===== src/rtl/rf_write_scheduler.sv =====
// Buffers result-bus writes per producer and round-robin drains up to NUM_WPORTS
// FIFO heads per cycle onto registered register-file write ports.
module rf_write_scheduler #(
    parameter int NUM_REQ    = 4,
    parameter int NUM_WPORTS = 3,
    parameter int WIDTH      = 32,
    parameter int ADDR_W     = 6,
    parameter int BUF_DEPTH  = 2
) (
    input  logic                         clk,
    input  logic                         rst_n,
    input  logic                         IN_flush,
    input  logic [NUM_REQ-1:0]           IN_valid,
    input  logic [NUM_REQ*ADDR_W-1:0]    IN_addr,
    input  logic [NUM_REQ*WIDTH-1:0]     IN_data,
    output logic [NUM_REQ-1:0]           OUT_ready,
    output logic [NUM_WPORTS-1:0]        OUT_wen,
    output logic [NUM_WPORTS*ADDR_W-1:0] OUT_waddr,
    output logic [NUM_WPORTS*WIDTH-1:0]  OUT_wdata,
    output logic                         OUT_busy,
    output logic [15:0]                  OUT_oversub
);

    localparam int PTR_W = (BUF_DEPTH > 1) ? $clog2(BUF_DEPTH) : 1;
    localparam int CNT_W = $clog2(BUF_DEPTH + 1);
    localparam int RR_W  = (NUM_REQ > 1) ? $clog2(NUM_REQ) : 1;

    logic [ADDR_W-1:0] mem_addr [NUM_REQ][BUF_DEPTH];
    logic [WIDTH-1:0]  mem_data [NUM_REQ][BUF_DEPTH];
    logic [PTR_W-1:0]  rd_ptr   [NUM_REQ];
    logic [PTR_W-1:0]  wr_ptr   [NUM_REQ];
    logic [CNT_W-1:0]  count    [NUM_REQ];
    logic [CNT_W-1:0]  cnt_next [NUM_REQ];
    logic [RR_W-1:0]   rr;
    logic [RR_W-1:0]   rr_next;

    logic [NUM_REQ-1:0]    nonempty;
    logic [NUM_REQ-1:0]    enq;
    logic [NUM_REQ-1:0]    deq;
    logic [NUM_WPORTS-1:0] port_gnt;
    logic [RR_W-1:0]       port_src  [NUM_WPORTS];
    logic [ADDR_W-1:0]     port_addr [NUM_WPORTS];
    logic [WIDTH-1:0]      port_data [NUM_WPORTS];
    logic                  oversub_cyc;

    always_comb begin
        for (int unsigned i = 0; i < NUM_REQ; i++) begin
            nonempty[i] = (count[i] != '0);
            // Address 0 is a handshake-only write: accepted but never stored.
            enq[i] = IN_valid[i] && OUT_ready[i] && !IN_flush &&
                     (IN_addr[i*ADDR_W +: ADDR_W] != '0);
        end
    end

    assign OUT_busy    = |nonempty;
    assign oversub_cyc = $countones(nonempty) > NUM_WPORTS;

    always_comb begin
        int unsigned n;
        int unsigned idx;
        n        = 0;
        idx      = 0;
        port_gnt = '0;
        deq      = '0;
        rr_next  = rr;
        for (int unsigned k = 0; k < NUM_WPORTS; k++) begin
            port_src[k] = '0;
        end
        for (int unsigned j = 0; j < NUM_REQ; j++) begin
            idx = int'(rr) + j;
            if (idx >= NUM_REQ) idx = idx - NUM_REQ;
            if (nonempty[idx] && (n < NUM_WPORTS)) begin
                port_gnt[n] = 1'b1;
                port_src[n] = RR_W'(idx);
                deq[idx]    = 1'b1;
                rr_next     = RR_W'((idx + 1) % NUM_REQ);
                n           = n + 1;
            end
        end
        for (int unsigned k = 0; k < NUM_WPORTS; k++) begin
            port_addr[k] = mem_addr[port_src[k]][rd_ptr[port_src[k]]];
            port_data[k] = mem_data[port_src[k]][rd_ptr[port_src[k]]];
        end
    end

    always_comb begin
        for (int unsigned i = 0; i < NUM_REQ; i++) begin
            cnt_next[i] = count[i] + CNT_W'(enq[i]) - CNT_W'(deq[i]);
        end
    end

    always_ff @(posedge clk) begin
        for (int unsigned i = 0; i < NUM_REQ; i++) begin
            if (rst_n && enq[i]) begin
                mem_addr[i][wr_ptr[i]] <= IN_addr[i*ADDR_W +: ADDR_W];
                mem_data[i][wr_ptr[i]] <= IN_data[i*WIDTH +: WIDTH];
            end
        end
    end

    always_ff @(posedge clk) begin
        if (!rst_n) begin
            for (int unsigned i = 0; i < NUM_REQ; i++) begin
                rd_ptr[i] <= '0;
                wr_ptr[i] <= '0;
                count[i]  <= '0;
            end
            rr          <= '0;
            OUT_ready   <= '0;
            OUT_wen     <= '0;
            OUT_waddr   <= '0;
            OUT_wdata   <= '0;
            OUT_oversub <= '0;
        end else begin
            if (oversub_cyc && (OUT_oversub != '1)) OUT_oversub <= OUT_oversub + 16'd1;
            if (IN_flush) begin
                for (int unsigned i = 0; i < NUM_REQ; i++) begin
                    rd_ptr[i] <= '0;
                    wr_ptr[i] <= '0;
                    count[i]  <= '0;
                end
                OUT_ready <= '1;
                OUT_wen   <= '0;
            end else begin
                rr <= rr_next;
                for (int unsigned k = 0; k < NUM_WPORTS; k++) begin
                    OUT_wen[k] <= port_gnt[k];
                    if (port_gnt[k]) begin
                        OUT_waddr[k*ADDR_W +: ADDR_W] <= port_addr[k];
                        OUT_wdata[k*WIDTH +: WIDTH]   <= port_data[k];
                    end
                end
                for (int unsigned i = 0; i < NUM_REQ; i++) begin
                    if (enq[i]) wr_ptr[i] <= wr_ptr[i] + PTR_W'(1);
                    if (deq[i]) rd_ptr[i] <= rd_ptr[i] + PTR_W'(1);
                    count[i]     <= cnt_next[i];
                    OUT_ready[i] <= (cnt_next[i] < CNT_W'(BUF_DEPTH));
                end
            end
        end
    end

    // The renamer guarantees distinct destinations per cycle; this only flags a violation.
    always_ff @(posedge clk) begin
        if (rst_n && !IN_flush) begin
            for (int unsigned a = 0; a < NUM_WPORTS; a++) begin
                for (int unsigned b = a + 1; b < NUM_WPORTS; b++) begin
                    if (port_gnt[a] && port_gnt[b]) begin
                        assert (port_addr[a] != port_addr[b]);
                    end
                end
            end
        end
    end

endmodule

===== config.mk =====
export PLATFORM = sky130hd
export DESIGN_NAME = rf_write_scheduler
export DESIGN_NICKNAME = d
export VERILOG_FILES = /design/src/rtl/rf_write_scheduler.sv
export SDC_FILE = /design/constraint.sdc
export NUM_CORES = 1
export LEC_CHECK = 0
export BUFFER_PORTS_ARGS = -buffer_cell sky130_fd_sc_hd__clkbuf_2
export CAP_MARGIN = 15
export CORE_MARGIN = 5
export CORE_UTILIZATION = 43
export CTS_CLUSTER_SIZE = 28
export DETAILED_ROUTE_END_ITERATION = 16
export PLACE_DENSITY = 0.64
export RECOVER_POWER = 100
export SYNTH_ARGS = -nofsm -noshare
export SYNTH_HDL_FRONTEND = slang
export SYNTH_SLANG_ARGS = --single-unit

===== constraint.sdc =====
create_clock -name clk -period 4.5 [get_ports clk]
set_clock_uncertainty 0.05 [all_clocks]
set_input_delay 0.9 -clock clk [delete_from_list [all_inputs] [get_ports clk]]
set_output_delay 0.9 -clock clk [all_outputs]
set_load 0.02 [all_outputs]

## Yosys cells after proc, flatten, opt, wreduce, memory -nomap -nowiden

Memory sizes are Yosys's and may differ from the RTL's.
Cells that the tools add are included.

- Register bits after elaboration: 139
- Latch bits: 0
- RAM bits: 320
- ROM bits: 0
- Input port bits: 159
- Output and inout port bits: 138
- Logic and storage cells: 348
- Memories kept: 5

- $add $sub $neg: 33
- $mul: 0
- Div/mod/pow operators: 0
- Magnitude comparators: 43
- Equality and inequality tests: 1
- Shifts and indexed selects: 0
- Multiplexer cells: 164
- Bitwise gates (word level): 42
- Reductions and logical operators: 50

Memory list:

| memory | words | bits a word | read ports | clocked after memory_dff | write ports | line | source |
|---|---|---|---|---|---|---|---|
| mem_data | 4 | 64 | 3 | 0 | 4 | 29 | `logic [WIDTH-1:0] mem_data [NUM_REQ][BUF_DEPTH];` |
| mem_addr | 4 | 12 | 3 | 0 | 4 | 28 | `logic [ADDR_W-1:0] mem_addr [NUM_REQ][BUF_DEPTH];` |
| count | 4 | 2 | 4 | 0 | 4 | 32 | `logic [CNT_W-1:0] count [NUM_REQ];` |
| rd_ptr | 4 | 1 | 7 | 0 | 4 | 30 | `logic [PTR_W-1:0] rd_ptr [NUM_REQ];` |
| wr_ptr | 4 | 1 | 4 | 0 | 4 | 31 | `logic [PTR_W-1:0] wr_ptr [NUM_REQ];` |

Operator list:

| cell | number |
|---|---|
| $mux W32 | 19 |
| $mux W64 | 4 |
| $ge A32 B1 Y1 const B | 7 |
| $lt A32 B3 Y1 const B | 7 |
| $demux W32 S1 | 4 |
| $ge A33 B3 Y1 const B | 3 |
| $lt A33 B1 Y1 const B | 3 |
| $not A32 Y33 | 3 |
| $lt A32 B2 Y1 const B | 3 |
| $mux W6 | 16 |
| $mux W1 | 72 |
| $add A32 B1 Y32 const B | 2 |
| $mux W12 | 4 |
| $logic_and A1 B1 Y1 | 34 |
| $mux W2 | 16 |
| $demux W6 S1 | 4 |
| $or A1 B1 Y1 | 24 |
| $reduce_bool A6 Y1 | 4 |
| $mux W4 | 5 |
| $bwmux W6 | 3 |
| $add A16 B1 Y16 const B | 1 |
| $ne A16 B16 Y1 const B | 1 |
| $demux W1 S2 | 7 |
| $ge A2 B2 Y1 const B | 7 |
| other kinds (29) | 80 |

## Depth between registers and ports, before layout

An unclocked memory read counts as a cell.

- Depth in word-level cells: 23
- Gate-level depth with buffers: 21
- Gate-level depth less buffers: 19

## Worst setup path before layout

Ideal clock, no wire load.

- Kind: register to register
- Start point: register rr[1]
- End point: register OUT_waddr[8]
- Setup time: 0.117 ns
- Arrival time: 4.637 ns
- Required time: 4.333 ns
- Slack: -0.304 ns
- Stages on the path, launching flop included: 18
- Buffers on the path: 6
- Period minus slack after synthesis: 4.804 ns
- Cells stage by stage: dfxtp_1 > buf_2 > buf_1 > inv_1 > ha_1 > buf_2 > mux4_2 > buf_2 > inv_1 > fa_1 > a311oi_1 > o21ai_1 > mux2i_1 > buf_2 > buf_4 > mux4_2 > o22ai_1 > nor2_1

- Word-level cells in the longest chain between the ends: 23
- Elaborated cells on any way between the ends: 86
- Those cells by class: 9 x add/sub; 19 x order compare; 39 x mux; 7 x bitwise; 10 x reduce/logical; 2 x memory

Ends and longest elaborated chain:

| what | line | source |
|---|---|---|
| start: declaration | 34 | `logic [RR_W-1:0] rr;` |
| start signal: assignment | 125 | `rr <= rr_next;` |
| $sub A2 B3 Y4 or $ge A2 B3 Y1 (tied branches) | 71 | `if (idx >= NUM_REQ) idx = idx - NUM_REQ;` |
| $mux W32 | 71 |  |
| $bmux W1 S2 | 72 | `if (nonempty[idx] && (n < NUM_WPORTS)) begin` |
| $mux W1 (not written as such) | 72 |  |
| $mux W1 | 72 |  |
| $lt A32 B2 Y1 | 72 |  |
| $logic_and A1 B1 Y1 | 72 |  |
| $mux W32 | 72 |  |
| [5 not listed] | n/a |  |
| $logic_and A1 B1 Y1 (not written as such) | 74 | `port_src[n] = RR_W'(idx);` |
| $mux W2 (not written as such) | 74 |  |
| $demux W2 S2 | 74 |  |
| $bwmux W6 | 74 |  |
| $mux W6 | 72 |  |
| $mem_v2 Z4 W1 | n/a |  |
| $not A1 Y2 (not written as such) | 81 | `port_addr[k] = mem_addr[port_src[k]][rd_ptr[port_src[k]]];` |
| $mux W6 (not written as such) (3 in series) | 81 |  |
| end signal: indexed assignment | 129 | `OUT_waddr[k*ADDR_W +: ADDR_W] <= port_addr[k];` |
| end: declaration | 18 | `output logic [NUM_WPORTS*ADDR_W-1:0] OUT_waddr,` |

Parallel ways exist; a longest one is shown, timed or not. The select of a mux whose other input is x is not followed.
A chain may end at the register's enable or synchronous reset.

==> impl_results.md <==
* Gpl congestion at 0.929
* FP Rows at 84
* Cts bufs inserted at 50
* Vias in the first global route at roughly 17000
* Worst Max-Slew Pin Slew at 2.13 ns
* Yosys cell types at 55
* Min-Delay Path Class: reg2reg
* CP Cell Sequence: or2_0 > mux4_2 > ha_1 > and2_1 > nand3_1 > o211ai_2 > a21o_1 > and2_4 > buf_12 > buf_4 > mux2i_1 > mux4_2 > a21oi_1
* Synth Cell Area at 23000 um2
* Hold_buf cts at 0
* Worst path most repeated cell: mux4_2
* 1st-iter DRT viols at 1686
* CP delay by family, top: multiplexers
* CP max FO at 56
* CTS tree: built
* Pre-Repair DR Iteration Count at 6
* Clock Latency Late Sink at 0.59 ns
* Syn Inst Count at 1833
* Clk slew on worst S/H paths at about 0.06 ns
* Register area share after synthesis at 0.538
* Die Width at 241 um
* Clock Sinks at ~460
* Post-synth EDFFs at ~320
* Fill count at 4727
* Largest net degree at the start of global routing at a little over 80
* Crit path required time at 4.96 ns
* Final wirelength at approximately 75000 um
* First-pass GRT wire length at 110000 um
* Commonest non-fill, non-tap cell in the layout: edfxtp_1
* Final hold violation count at 0
* Endpoints failing setup at 0
* Initial antenna violation count at 14
* Highest-count cells in the layout ignoring fill and taps: 316 x edfxtp_1, 297 x clkbuf_1, 193 x mux2i_1
* Share of post-route cells with drive strength above 1 at 0.137
* Failing checks: capacitance limit, slew limit
* WP data arrival at between 4 and 5 ns
* Status: complete, but fails checks
* Slowest Stage Delay on Critical Path at 0.52 ns
* CTS Buffer Depth at 3
* Setup TNS at 0 ns
* Syn avg cell area at 12.5 um2
* Placed wire-length estimate at 46700 um
* Die height at 241 um
* Initial Utilization at 0.435
* Synth-to-layout area growth at 16.3%
* Synthesized flop and latch total at 459
* H-Tree Level Count at 2
* Antenna-violating nets left at 0
* Max-cap check violation count at 8
* Synth Flop Type: edfxtp_1
* Unrepaired setup endpoints after global routing: no
* CORE AREA at 52800 um2
* Wirelength per Cell at 26.8 um
* Crit path capture type: register
* Slew Limit Fails at 240
* Worst setup SP type: register
* Crit path max-delay cell type: mux4_2
* Buffer and inverter count on the worst path at 2
* Period utilization at 0.944
* Via count at 17535
* Slew margin rel. at -0.422
* Ys Warns at 0
* Nets at roughly 2300
* Vias per inst at 6.22
* CP Class: reg2reg
* Clock root buffer master: clkbuf_16
* Total die area at around 58000 um2
* Gr usage total at 0.250
* Port buffer count at 296
* Ports at between 200 and 300
* Min cycle time layout at 4.25 ns
* Detailed-route DRC error count at 0
* Highest clock rate at 0.235 GHz
* Global route overflow at 0
* Post-synthesis async set-or-reset flop share at 0
==> final cells by class <==
| class | instances | area [um2] | area share |
|---|---|---|---|
| well taps | 688 | 861 | 0.0322 |
| clock buffers | 69 | 1370 | 0.0514 |
| diodes | 8 | 20.0 | 0.000750 |
| repair buffers | 354 | 1760 | 0.0657 |
| inverters | 30 | 113 | 0.00422 |
| clock inverters | 25 | 282 | 0.0105 |
| flip-flops and latches | 459 | 12400 | 0.463 |
| multi-input cells | 1188 | 9950 | 0.373 |
==> cell usage after synthesis (3+ instances only) <==
library cell | count | area (um2)
nand2b_1 | 5 | 31.3
o21ai_0 | 123 | 616
o22ai_1 | 40 | 250
nor3_1 | 14 | 70.1
xor2_1 | 15 | 131
dfxtp_1 | 143 | 2860
buf_1 | 8 | 30.0
buf_4 | 15 | 113
buf_6 | 3 | 33.8
a21o_1 | 3 | 22.5
or2_1 | 5 | 31.3
a222oi_1 | 4 | 40.0
nand3_1 | 54 | 270
ha_1 | 24 | 300
a21oi_1 | 81 | 405
and3_1 | 86 | 538
o21ai_1 | 4 | 20.0
edfxtp_1 | 316 | 9490
nor2_1 | 82 | 308
inv_1 | 27 | 101
mux2i_1 | 197 | 1970
nand2_1 | 110 | 413
inv_2 | 3 | 11.3
buf_2 | 32 | 160
xnor2_1 | 11 | 96.3
or4_1 | 4 | 30.0
mux4_2 | 115 | 2590
a311o_1 | 39 | 390
clkbuf_1 | 103 | 387
a211oi_1 | 80 | 601
a31oi_1 | 41 | 257
o21a_1 | 3 | 22.5
and2_1 | 11 | 68.8
==> tightest hold or removal path: cells and delay by family (launching register included) <==
kind,cells,cell delay [ns]
AO/OA/AOI/OAI,1,0.05
flip-flops,1,0.34
buffers and inverters,1,0.06
==> through the flow <==
stage | hold WS [ns] | util | setup WS [ns] | instance area (um2) | cells
finish | 0.438 | 0.506 | 0.253 | 26700 | 2821
global route | 0.422 | 0.506 | 0.00565 | 26700 | 2818
floorplan | 0.448 | - | 0.00330 | 23000 | 1838
global placement | 0.427 | 0.483 | 0.318 | 25500 | 2718
CTS | 0.414 | 0.514 | 0.277 | 27100 | 2812
detailed placement | 0.433 | 0.483 | 0.308 | 25500 | 2718
==> sequential cells by signal, summed over array words and instances (netlist names) <==
signal and cells:
mem_data 256, OUT_wdata 96, wr_ptr 4, OUT_wen 3, OUT_ready 4, rd_ptr 4
rr 2, mem_addr 48, OUT_waddr 18, count 8, OUT_oversub 16
==> kinds of logic after synthesis <==
kind of cell | count (synthesis) | synth area share
xor gates and xnor gates | 26 | 0.00992
muxes | 312 | 0.199
and+or+nand+nor | 386 | 0.0815
AOI/OAI and AO/OA | 432 | 0.120
buffers and inverters | 191 | 0.0364
DFF | 459 | 0.538
adders and majority gates | 26 | 0.0148
other | 1 | 0.000163
==> per-layer routing <==
metal | part of all wire | GRT usage | vias to the layer above
li1 | - | - | 7682
met4 | 0.038 | 0.0947 | 14
met3 | 0.095 | 0.0553 | 202
met5 | 0.0012 | 0 | -
met1 | 0.39 | 0.330 | 8701
met2 | 0.47 | 0.406 | 936
==> repair_timing <==
| item | 4_1_cts | 5_1_grt |
|---|---|---|
| setup buffers | 0 | 0 |
| setup endpoints to repair | 0 | 3 |
| resized for setup | 0 | 1 |
==> final timing paths <==
check	start	endpoint	slack, ns	cells past startpoint
worst max-delay path	count[1][0]	OUT_wdata[8]	0.25	13
worst min-delay path	OUT_oversub[12]	OUT_oversub[12]	0.44	2
worst max register to register	count[1][0]	OUT_wdata[8]	0.25	13
worst min register to register	OUT_oversub[12]	OUT_oversub[12]	0.44	2
Power is not shown: default switching activity piles up to over one toggle a cycle in this logic, so the estimate is an artifact.
